==> config.mk <==
export PLATFORM = sky130hd
export DESIGN_NAME = seq_booth_multiplier_ks_flat
export DESIGN_NICKNAME = d
export VERILOG_FILES = /design/src/rtl/seq_booth_multiplier_ks_if.sv /design/src/rtl/seq_booth_multiplier_ks.sv /design/src/flat_wrapper.sv
export SDC_FILE = /design/constraint.sdc
export NUM_CORES = 1
export LEC_CHECK = 0
export CAP_MARGIN = 5
export CORE_UTILIZATION = 53
export DETAILED_ROUTE_END_ITERATION = 10
export PLACE_DENSITY_LB_ADDON = 0.2
export SETUP_SLACK_MARGIN = 0.2
export SYNTH_ARGS = -nofsm -noshare
export SYNTH_HDL_FRONTEND = slang
export SYNTH_SLANG_ARGS = --single-unit
==> constraint.sdc <==
create_clock -name clk -period 3.3 [get_ports clk]
set_input_delay 0.825 -clock clk [delete_from_list [all_inputs] [get_ports clk]]
set_output_delay 0.825 -clock clk [all_outputs]
set_load 0.1 [all_outputs]
==> src/rtl/seq_booth_multiplier_ks_if.sv <==
// Handshake bundle for seq_booth_multiplier_ks: operand beat in, product beat out.
// master = producer/consumer side, slave = the multiplier.
interface seq_booth_multiplier_ks_if #(
  parameter int unsigned WIDTH = 9
);
  logic                 in_valid;
  logic                 in_ready;
  logic [WIDTH-1:0]     a;
  logic [WIDTH-1:0]     b;
  logic                 is_signed;
  logic                 out_valid;
  logic                 out_ready;
  logic [2*WIDTH-1:0]   p;
  logic                 busy;

  modport master (
    output in_valid, a, b, is_signed, out_ready,
    input  in_ready, out_valid, p, busy
  );

  modport slave (
    input  in_valid, a, b, is_signed, out_ready,
    output in_ready, out_valid, p, busy
  );
endinterface

==> src/rtl/seq_booth_multiplier_ks.sv <==
// Iterative Booth multiplier (signed/unsigned per beat) reusing one Kogge-Stone adder.
// Define BOOTH_RADIX4_EN for radix-4 modified Booth; default build is radix-2.
module seq_booth_multiplier_ks #(
  parameter int unsigned WIDTH = 9
) (
  input logic                    clk,
  input logic                    rst,
  seq_booth_multiplier_ks_if.slave bus
);

  localparam int unsigned W1 = WIDTH + 1;  // operands after sign/zero extension
  localparam int unsigned AW = WIDTH + 3;  // accumulator / adder width, room for 2M
`ifdef BOOTH_RADIX4_EN
  localparam int unsigned N  = (W1 + 1) / 2;
  localparam int unsigned SH = 2;
`else
  localparam int unsigned N  = W1;
  localparam int unsigned SH = 1;
`endif
  localparam int unsigned QW = N * SH;     // multiplier register, consumed SH bits per step
  localparam int unsigned CW = $clog2(N + 1);

  typedef enum logic [1:0] {StIdle, StBusy, StDone} state_e;

  state_e              state_q, state_d;
  logic [CW-1:0]       cnt_q, cnt_d;
  logic [W1-1:0]       m_q, m_d;
  logic [AW-1:0]       acc_q, acc_d;
  logic [QW-1:0]       q_q, q_d;
  logic                qm1_q, qm1_d;
  logic [2*WIDTH-1:0]  p_q, p_d;

  logic [W1-1:0]       a_ext, b_ext;
  logic [AW-1:0]       m_ext, m_two, addend_raw, addend, sum;
  logic                sel_zero, sel_neg, sel_two, cin;
  logic signed [AW+QW:0] shifted;

  assign a_ext = {bus.is_signed & bus.a[WIDTH-1], bus.a};
  assign b_ext = {bus.is_signed & bus.b[WIDTH-1], bus.b};
  assign m_ext = AW'($signed(m_q));
  assign m_two = {m_ext[AW-2:0], 1'b0};

  // Booth digit decode from the low multiplier bits plus the shifted-out bit
  always_comb begin
    sel_zero = 1'b1;
    sel_neg  = 1'b0;
    sel_two  = 1'b0;
`ifdef BOOTH_RADIX4_EN
    case ({q_q[1:0], qm1_q})
      3'b001, 3'b010: sel_zero = 1'b0;
      3'b011:         begin sel_zero = 1'b0; sel_two = 1'b1; end
      3'b100:         begin sel_zero = 1'b0; sel_two = 1'b1; sel_neg = 1'b1; end
      3'b101, 3'b110: begin sel_zero = 1'b0; sel_neg = 1'b1; end
      default:        sel_zero = 1'b1;
    endcase
`else
    case ({q_q[0], qm1_q})
      2'b01:   sel_zero = 1'b0;
      2'b10:   begin sel_zero = 1'b0; sel_neg = 1'b1; end
      default: sel_zero = 1'b1;
    endcase
`endif
    addend_raw = sel_zero ? '0 : (sel_two ? m_two : m_ext);
    addend     = sel_neg ? ~addend_raw : addend_raw;
    cin        = sel_neg;
  end

  // Kogge-Stone prefix adder; carry-in folded into bit 0 generate
  always_comb begin
    logic [AW-1:0] pr;
    logic [AW-2:0] g, pp;
    pr    = acc_q ^ addend;
    g     = acc_q[AW-2:0] & addend[AW-2:0];
    pp    = pr[AW-2:0];
    g[0]  = g[0] | (pr[0] & cin);
    for (int d = 1; d < int'(AW - 1); d = d * 2) begin
      for (int i = int'(AW) - 2; i >= d; i--) begin
        g[i]  = g[i] | (pp[i] & g[i-d]);
        pp[i] = pp[i] & pp[i-d];
      end
    end
    sum = pr ^ {g, cin};
  end

  assign shifted = $signed({sum, q_q, qm1_q}) >>> SH;

  always_comb begin
    state_d = state_q;
    cnt_d   = cnt_q;
    m_d     = m_q;
    acc_d   = acc_q;
    q_d     = q_q;
    qm1_d   = qm1_q;
    p_d     = p_q;
    unique case (state_q)
      StIdle: begin
        if (bus.in_valid) begin
          m_d     = a_ext;
          q_d     = QW'($signed(b_ext));
          qm1_d   = 1'b0;
          acc_d   = '0;
          cnt_d   = CW'(N);
          state_d = StBusy;
        end
      end
      StBusy: begin
        if (cnt_q != '0) begin
          acc_d = shifted[AW+QW:QW+1];
          q_d   = shifted[QW:1];
          qm1_d = shifted[0];
          cnt_d = cnt_q - 1'b1;
        end else begin
          // {acc, q} now holds the full product; keep the low 2*WIDTH bits
          p_d     = {acc_q[2*WIDTH-QW-1:0], q_q};
          state_d = StDone;
        end
      end
      StDone: begin
        if (bus.out_ready) state_d = StIdle;
      end
      default: state_d = StIdle;
    endcase
  end

  always_ff @(posedge clk) begin
    if (rst) begin
      state_q <= StIdle;
      cnt_q   <= '0;
      m_q     <= '0;
      acc_q   <= '0;
      q_q     <= '0;
      qm1_q   <= 1'b0;
      p_q     <= '0;
    end else begin
      state_q <= state_d;
      cnt_q   <= cnt_d;
      m_q     <= m_d;
      acc_q   <= acc_d;
      q_q     <= q_d;
      qm1_q   <= qm1_d;
      p_q     <= p_d;
    end
  end

  assign bus.in_ready  = (state_q == StIdle) && !rst;
  assign bus.out_valid = (state_q == StDone);
  assign bus.busy      = (state_q != StIdle);
  assign bus.p         = p_q;

endmodule

==> src/flat_wrapper.sv <==
// flat-port wrapper written by rule: the top's interface ports become plain ports
module seq_booth_multiplier_ks_flat 
#(
  parameter int unsigned WIDTH = 9
)
  (clk, rst, bus_in_valid, bus_a, bus_b, bus_is_signed, bus_out_ready, bus_in_ready, bus_out_valid, bus_p, bus_busy);
  seq_booth_multiplier_ks_if #(.WIDTH(WIDTH)) bus_i ();
  input logic clk;
  input logic rst;
  input wire logic [$bits(bus_i.in_valid)-1:0] bus_in_valid;
  input wire logic [$bits(bus_i.a)-1:0] bus_a;
  input wire logic [$bits(bus_i.b)-1:0] bus_b;
  input wire logic [$bits(bus_i.is_signed)-1:0] bus_is_signed;
  input wire logic [$bits(bus_i.out_ready)-1:0] bus_out_ready;
  output wire logic [$bits(bus_i.in_ready)-1:0] bus_in_ready;
  output wire logic [$bits(bus_i.out_valid)-1:0] bus_out_valid;
  output wire logic [$bits(bus_i.p)-1:0] bus_p;
  output wire logic [$bits(bus_i.busy)-1:0] bus_busy;
  assign bus_i.in_valid = bus_in_valid;
  assign bus_i.a = bus_a;
  assign bus_i.b = bus_b;
  assign bus_i.is_signed = bus_is_signed;
  assign bus_i.out_ready = bus_out_ready;
  assign bus_in_ready = bus_i.in_ready;
  assign bus_out_valid = bus_i.out_valid;
  assign bus_p = bus_i.p;
  assign bus_busy = bus_i.busy;
  seq_booth_multiplier_ks #(.WIDTH(WIDTH)) u_core (.clk(clk), .rst(rst), .bus(bus_i));
endmodule
# --- Word level (Yosys, flattened, before mapping) ---
# Index checks and enable logic that the tools add are counted.
word_totals:
  reg_bits: 57
  output_inout_bits: 21
op_classes:
  n_reduce_logical: 11
  eq_ne: 8
  addsub: 1
  muxes: 19
  n_bitwise: 86
op_table:
  columns: ["cell", "count"]
  rows:
  - ["AND 1 bit", 51]
  - ["two-way mux 12 bit", 4]
  - ["OR 1 bit", 30]
  - ["case mux 12 bit (2 select lines)", 1]
  - ["bitwise XOR 12 bit", 2]
  - ["two-way mux 10 bit", 2]
  - ["case mux 10 bit (2 select lines)", 1]
  - ["NOT 12 bit", 1]
  - ["AND 11 bit", 1]
  - ["two-way mux 4 bit", 2]
  - ["case mux 4 bit (2 select lines)", 1]
  - ["two-way mux 2 bit", 3]
  - ["!= test 2 bit, second input constant", 3]
  - ["case mux 2 bit (3 select lines)", 1]
  - ["AND reduction 3 bit", 2]
  - ["== test 2 x 1 -> 1 bit, second input constant", 2]
  - ["== test 2 bit, second input constant", 2]
  - ["AND reduction 2 bit", 2]
  - ["nonzero test 2 bit", 2]
  - ["nonzero test 4 bit", 1]
  - ["subtractor 4 x 1 -> 4 bit, second input constant", 1]
  - ["two-way mux 1 bit", 3]
  - ["logical NOT 2 bit", 1]
  - ["!= test 2 x 1 -> 1 bit, second input constant", 1]
  - ["5 further kinds", 5]

# --- Logic depth before layout (Yosys ltp) ---
# Gate-level depths: netlist (run 1).
depth:
  depth_word: 17
  depth_mapped: 11
  depth_no_buf: 11

# --- Least setup slack after synthesis (run 1) ---
# OpenSTA, ideal clock, no wires.
synth_timing:
  kind: "input-to-output"
  start: "input rst"
  end: "output bus_in_ready"
  arrival_time_ps: 2441
  setup_slack_ps: 34
  cell_stages: 3
  cell_sequence: "clkbuf_1 -> clkbuf_1 -> nor2_1"
synth_between:
  elab_chain_len: 2
synth_rtl:
  columns: ["item", "line", "source"]
  rows:
  - ["start, declared", "flat_wrapper.sv:9", "input logic rst;"]
  - ["logical NOT 1 bit", "seq_booth_multiplier_ks.sv:145", "assign bus.in_ready = (state_q == StIdle) && !rst;"]
  - ["logical AND 1 bit", "seq_booth_multiplier_ks.sv:145", null]
  - ["end, declared", "flat_wrapper.sv:15", "output wire logic [$bits(bus_i.in_ready)-1:0] bus_in_ready;"]
# Every way passes these cells.

# --- Worst setup path in the final report (run 1) ---
layout_timing:
  start: "register u_core.qm1_q"
  end: "register u_core.acc_q[9]"
layout_between:
  elab_chain_len: 16
  word_cells_on_any_way: 39
  classes_between: "eq/ne: 2; mux: 5; bitwise: 31; reduce/logical: 1"
layout_rtl:
  columns: ["item", "line", "source"]
  rows:
  - ["start, declared", "seq_booth_multiplier_ks.sv:30", "logic qm1_q, qm1_d;"]
  - ["start signal, assigned", "seq_booth_multiplier_ks.sv:140", "qm1_q <= qm1_d;"]
  - ["== test 2 x 1 -> 1 bit / == test 2 bit (equally long branches)", "seq_booth_multiplier_ks.sv:57", "case ({q_q[0], qm1_q})"]
  - ["OR reduction 2 bit (no source line)", null, null]
  - ["two-way mux 12 bit", "seq_booth_multiplier_ks.sv:63", "addend_raw = sel_zero ? '0 : (sel_two ? m_two : m_ext);"]
  - ["NOT 12 bit", "seq_booth_multiplier_ks.sv:64", "addend = sel_neg ? ~addend_raw : addend_raw;"]
  - ["two-way mux 12 bit", "seq_booth_multiplier_ks.sv:64", null]
  - ["bitwise XOR 12 bit / AND 11 bit (equally long branches)", "seq_booth_multiplier_ks.sv:72, seq_booth_multiplier_ks.sv:73", null]
  - ["AND 1 bit", "seq_booth_multiplier_ks.sv:78", "g[i] = g[i] | (pp[i] & g[i-d]);"]
  - ["OR 1 bit", "seq_booth_multiplier_ks.sv:78", null]
  - ["AND 1 bit", "seq_booth_multiplier_ks.sv:78", null]
  - ["OR 1 bit", "seq_booth_multiplier_ks.sv:78", null]
  - ["AND 1 bit", "seq_booth_multiplier_ks.sv:78", null]
  - ["OR 1 bit (2 in a row)", "seq_booth_multiplier_ks.sv:78", null]
  - ["bitwise XOR 12 bit (*)", "seq_booth_multiplier_ks.sv:82", "sum = pr ^ {g, cin};"]
  - ["two-way mux 12 bit (*)", "seq_booth_multiplier_ks.sv:107", "if (cnt_q != '0) begin"]
  - ["case mux 12 bit (2 select lines) (*)", "seq_booth_multiplier_ks.sv:95", "unique case (state_q)"]
  - ["end signal, assigned", "seq_booth_multiplier_ks.sv:130", "acc_q <= '0;"]
  - ["end signal, assigned", "seq_booth_multiplier_ks.sv:138", "acc_q <= acc_d;"]
  - ["end, declared", "seq_booth_multiplier_ks.sv:28", "logic [AW-1:0] acc_q, acc_d;"]
# Every way passes the cells marked *; elsewhere a longest branch is shown, timed or not. The select of a mux whose other input is x is not followed.
# A chain may end at the register's enable or synchronous reset.

==> impl_metrics.yaml, run 1 <==
global_routing:
  grt_max_degree: 27
  grtUsageTotal: 0.245
  grt_pass1_wl_um: 10200
  antenna_found_initial: 0
  grt_pass1_vias: 2218
  grt_overflow: 0
timing:
  setup_tns_ns: 0
  setup_viol: 0
  tightest_slew_ns: 0.605
  slew_headroom: 0.595
  finalHoldViolations: 0
  skew_ns: 0.0107
  timing.fmax_mhz: 338
  slew_viol_final: 0
  rsz0062_at_grt: "false"
  finalCriticalPeriod_ns: 2.96
  min_period_over_period: 0.896
finish:
  fin_nets: 420
  n_fill_cell: 416
  antenna-diode-count: 0
  syn2layout_area_growth_pct: 20.7
  multiInputGateArea_um2: 1550
  seqCellArea_um2: 1120
  drive_above_1_share: 0.112
logic_synthesis:
  synth-main-ff-cell: "dfxtp_1"
  synth-seq-cells: 56
  synth_edf_count: 0
  synth_common_cells: "90 x nand2_1, 56 x dfxtp_1, 41 x a21oi_1"
  synth_area_um2: 2740
  yosysMostFrequentCell: "nand2_1"
  syn_inst: 346
  ys_warn_count: 0
  ys_types: 40
  synth_area_leaders: "dfxtp_1 41%, nand2_1 12%, a21oi_1 7.5%"
  synth_fp_nets: 382
  synth_seq_area_share: 0.409
  syn_avg_cell_area_um2: 7.93
  synth_top_cell_by_area: "dfxtp_1"
  yosys.area.top_type_share: 0.409
  async_flop_share: 0
power_and_ir_drop:
  p_switching_w: 0.000632
  cellPowerDensity_nw_per_um2: 543
  clkPwrFrac: 0.246
  p_int_w: 0.00117
  combPwrFrac: 0.317
  total_power_w: 0.00180
  sw_frac_of_total: 0.351
  seqPwrFrac: 0.436
  ir_drop_uv: 395
  p_leak_nw: 1.29
floorplan:
  rows: 25
  initial_core_util: 0.566
  die_x_um: 73.9
  die_h_um: 73.9
  die-area_um2: 5470
  core_area_um2: 4850
  io_pins: 44
flow_run:
  cap_violations: 0
routing:
  wl_per_cell_um: 13.4
  drtAntennaViolNets: 0
  drc_errors: 0
  routed_wl_um: 6080
  via_count: 2483
  vias_per_cell: 5.49
  dr.pass1.iters: 4
  drt_first_iter_violations: 183
setup_path:
  path_common_cell: "o21ai_0"
  crit_type: "reg -> reg"
  worstPathMaxFanout: 10
  critPathLaunchType: "flop"
  critPathArrivalTime_ns: 3.14
  path_cells: "inv_1 -> ha_2 -> nor2b_4 -> mux2_2 -> fa_1 -> a21o_1 -> a211oi_2 -> o21ai_0 -> a31oi_1 -> xor2_1 -> o21ai_0"
  end_kind: "flop"
  critPathSlowestCell: "fa_1"
  required_ns: 3.49
  max_stage_delay_ns: 0.45
clocking:
  clock_sinks: 56
  cts_tree: "yes"
  clk_latency_ns: 0.31
  cts_buffer_depth: 2
  root_buffer: "clkbuf_8"
  h-tree-depth: 2
  post_cts.repair.setup_buffers: 0
  cts_buffers: 5
  clkTransAtPathRegs_ns: 0.09
placed_design:
  io_buffers: 43
  gp_congestion: 0.869
  hpwlAfterDp_um: 4500
worst_hold_path:
  hold_class: "reg -> reg"
outcome:
  outcome: "finished clean"
cell families after synthesis:
| logic type | synth area share |
|---|---|
| buf+inv | 0.0301 |
| compound gates | 0.187 |
| simple gates | 0.236 |
| xor+xnor | 0.0671 |
| fa+ha+maj | 0.0620 |
| flops | 0.409 |
| mux | 0.00912 |
power by group through the flow:
stage | Combinational [W] | Sequential [W] | Clock [W]
floorplan | 0.000386 | 0.000828 | 0
global placement | 0.000548 | 0.000794 | 0
detailed placement | 0.000560 | 0.000798 | 0
CTS | 0.000563 | 0.000782 | 0.000451
global route | 0.000624 | 0.000790 | 0.000477
finish | 0.000571 | 0.000784 | 0.000443
state kept, by name, summed over array words and instances, names as in the netlist:
name	flops
u_core.acc_q	11
u_core.bus.p	18
u_core.cnt_q	4
u_core.m_q	10
u_core.q_q	10
u_core.qm1_q	1
u_core.state_q	2
cells in the final DEF, fill, tap and decap left out, drive strengths merged, types with 3 or more instances in the layout:
cell type | Yosys | layout
a21o | 4 | 4
inv | 5 | 5
xor2 | 5 | 5
nand2 | 90 | 90
clkdlybuf4s50 | 0 | 22
a211oi | 4 | 4
a311oi | 9 | 9
xnor2 | 16 | 16
ha | 12 | 12
nand3 | 8 | 8
nand2b | 12 | 12
nor3 | 3 | 3
nor2 | 26 | 26
a21oi | 42 | 42
buf | 3 | 25
o21ai | 12 | 12
dfxtp | 56 | 56
clkbuf | 13 | 5
routing by layer:
metal / vias up / routed length, um / track usage
met3: 4 / 263 / 0.0447
met4: 0 / 46 / 0.0641
li1: 1255 / - / -
met1: 1156 / 2940 / 0.341
met2: 68 / 2820 / 0.392
met5: - / 0 / 0
metrics by stage:
step | hold WS, ns | setup WS (ns) | cell area, um^2 | instances | util
5_1_grt | 0.482 | 0.203 | 3310 | 452 | 0.683
2_1_floorplan | 0.429 | 0.487 | 2750 | 346 | -
4_1_cts | 0.461 | 0.231 | 3300 | 452 | 0.681
3_3_place_gp | 0.442 | 0.317 | 3190 | 444 | 0.657
3_5_place_dp | 0.448 | 0.168 | 3190 | 444 | 0.657
6_report | 0.460 | 0.344 | 3310 | 452 | 0.683
critical path, delay by kind of cell, from the launching register on:
kind	cells	cell delay, ns
compound gates	5	0.95
xor+xnor	1	0.19
fa+ha+maj	2	0.79
mux	1	0.36
simple gates	1	0.18
buf+inv	1	0.05
flops	1	0.34
layout make-up:
type,instances,area share
Inverter,5,0.00567
Clock buffer,5,0.0208
Timing Repair Buffer,47,0.127
Multi-Input combinational cell,269,0.469
Sequential cell,56,0.339
Clock inverter,3,0.0128
Tap cell,67,0.0253
final timing paths:
path | from | endpoint | slack, ns | depth (start not counted)
max | u_core.qm1_q | u_core.acc_q[9] | 0.34 | 11
min | u_core.qm1_q | u_core.qm1_q | 0.46 | 2
max reg2reg | u_core.qm1_q | u_core.acc_q[9] | 0.34 | 11
min reg2reg | u_core.qm1_q | u_core.qm1_q | 0.46 | 2
repair_timing:
| item | 4_1_cts | 5_1_grt |
|---|---|---|
| hold buffers | 0 | 0 |
| cloned | 0 | 0 |
| endpoints found under the setup margin | 1 | 2 |
| gates resized for setup | 1 | 3 |
| pin swaps | 0 | 0 |
Note: power is estimated with default switching activity, not from simulation.
==> inputs of run 2 (changes only) <==
- SKIP_CTS_REPAIR_TIMING: unset -> 1
==> impl_metrics.yaml, run 2 (synthesized netlist as in run 1, its figures left out) <==
outcome:
  outcome: "finished clean"
finish:
  largest_reg_flops: 18
  fin_nets: 420
  syn2layout_area_growth_pct: 20.7
  drive_above_1_share: 0.112
  mostFrequentLayoutCell: "nand2_1"
  final_cell_mix: "90 x nand2_1, 55 x dfxtp_1, 41 x a21oi_1, 25 x nor2_1, 24 x buf_4"
  finalNonFillerCells: 452
  antenna-diode-count: 0
timing:
  setup_viol: 0
  slew_headroom: 0.604
  timing.fmax_mhz: 338
  rsz0062_at_grt: "false"
  tightest_slew_ns: 0.592
  finalCriticalPeriod_ns: 2.96
  min_period_over_period: 0.897
  finalHoldViolations: 0
  setup_tns_ns: 0
  slew_viol_final: 0
  skew_ns: 0.0108
  timing.final.ws_setup_ns: 0.340
routing:
  wl_per_cell_um: 13.4
  drc_errors: 0
  dr.pass1.iters: 4
  via_count: 2495
  drt_first_iter_violations: 188
  routed_wl_um: 6070
  vias_per_cell: 5.52
  drtAntennaViolNets: 0
clocking:
  clock_sinks: 56
  cts_buffers: 5
  clkTransAtPathRegs_ns: 0.09
  cts_tree: "yes"
  h-tree-depth: 2
  clk_latency_ns: 0.31
  root_buffer: "clkbuf_8"
  cts_buffer_depth: 2
floorplan:
  die_h_um: 73.9
  die-area_um2: 5470
  initial_core_util: 0.566
  core_area_um2: 4850
  die_x_um: 73.9
  io_pins: 44
  rows: 25
setup_path:
  worstPathMaxFanout: 10
  crit_type: "reg -> reg"
  critPathLaunchType: "flop"
  required_ns: 3.49
  r2r-start: "u_core.qm1_q"
  end_kind: "flop"
  critPathArrivalTime_ns: 3.15
  critPathLaunch: "u_core.qm1_q"
placed_design:
  io_buffers: 43
  hpwlAfterDp_um: 4500
  dp_slack_ns: 0.168
  placed_cells: 444
  gp_congestion: 0.869
worst_hold_path:
  min-delay-start: "u_core.qm1_q"
  hold_class: "reg -> reg"
global_routing:
  grtUsageTotal: 0.244
  antenna_found_initial: 0
  grt_pass1_vias: 2220
  grt_max_degree: 27
  grt_pass1_wl_um: 10200
  grt_overflow: 0
power_and_ir_drop:
  ir_drop_uv: 395
  cellPowerDensity_nw_per_um2: 543
  p_leak_nw: 1.29
flow_run:
  cap_violations: 0
-- run 2: cell counts in the layout (fill, tap and decap cells not counted) --
Identical to the previous run, type by type.
-- run 2: routing by layer --
| layer | track usage | vias to the layer above | routed length (um) |
|---|---|---|---|
| li1 | - | 1259 | - |
| met4 | 0.0641 | 0 | 46 |
| met1 | 0.341 | 1166 | 2910 |
| met3 | 0.0447 | 4 | 273 |
| met2 | 0.391 | 66 | 2840 |
| met5 | 0 | - | 0 |
-- run 2: report_power, final --
part,total [W],switching (W),internal [W]
clock network,0.000443,0.000218,0.000225
registers,0.000784,0.0000494,0.000735
logic,0.000570,0.000364,0.000206
total,0.00180,0.000631,0.00117
-- run 2: final timing paths --
path,slack (ns),end,cells past startpoint
max,0.34,u_core.acc_q[9],11
min,0.46,u_core.qm1_q,2
max reg2reg,0.34,u_core.acc_q[9],11
min reg2reg,0.46,u_core.qm1_q,2
-- run 2: through the flow --
step / util / power [W] / area [um^2] / hold WS [ns]
3_3_place_gp: 0.657 / 0.00134 / 3190 / 0.442
5_1_grt: 0.683 / 0.00189 / 3310 / 0.482
3_5_place_dp: 0.657 / 0.00136 / 3190 / 0.448
4_1_cts: 0.680 / 0.00179 / 3300 / 0.461
6_report: 0.683 / 0.00180 / 3310 / 0.460
2_1_floorplan: - / 0.00121 / 2750 / 0.429
-- run 2: layout make-up --
cell class	instances	area (um^2)
clock buffer	5	68.8
clock inverter	3	42.5
fill	416	1540
inverter	5	18.8
multi-input combinational	269	1550
sequential	56	1120
tap	67	83.8
timing repair buffer	47	420
-- run 2: critical path: stages (launching register included) --
cell      delay (ns)
dfxtp_1         0.34
inv_1           0.05
ha_2            0.34
nor2b_4         0.18
mux2_2          0.36
fa_1            0.45
a21o_1          0.21
a211oi_2        0.27
o21ai_0         0.13
a31oi_1         0.24
xor2_1          0.19
o21ai_0         0.10
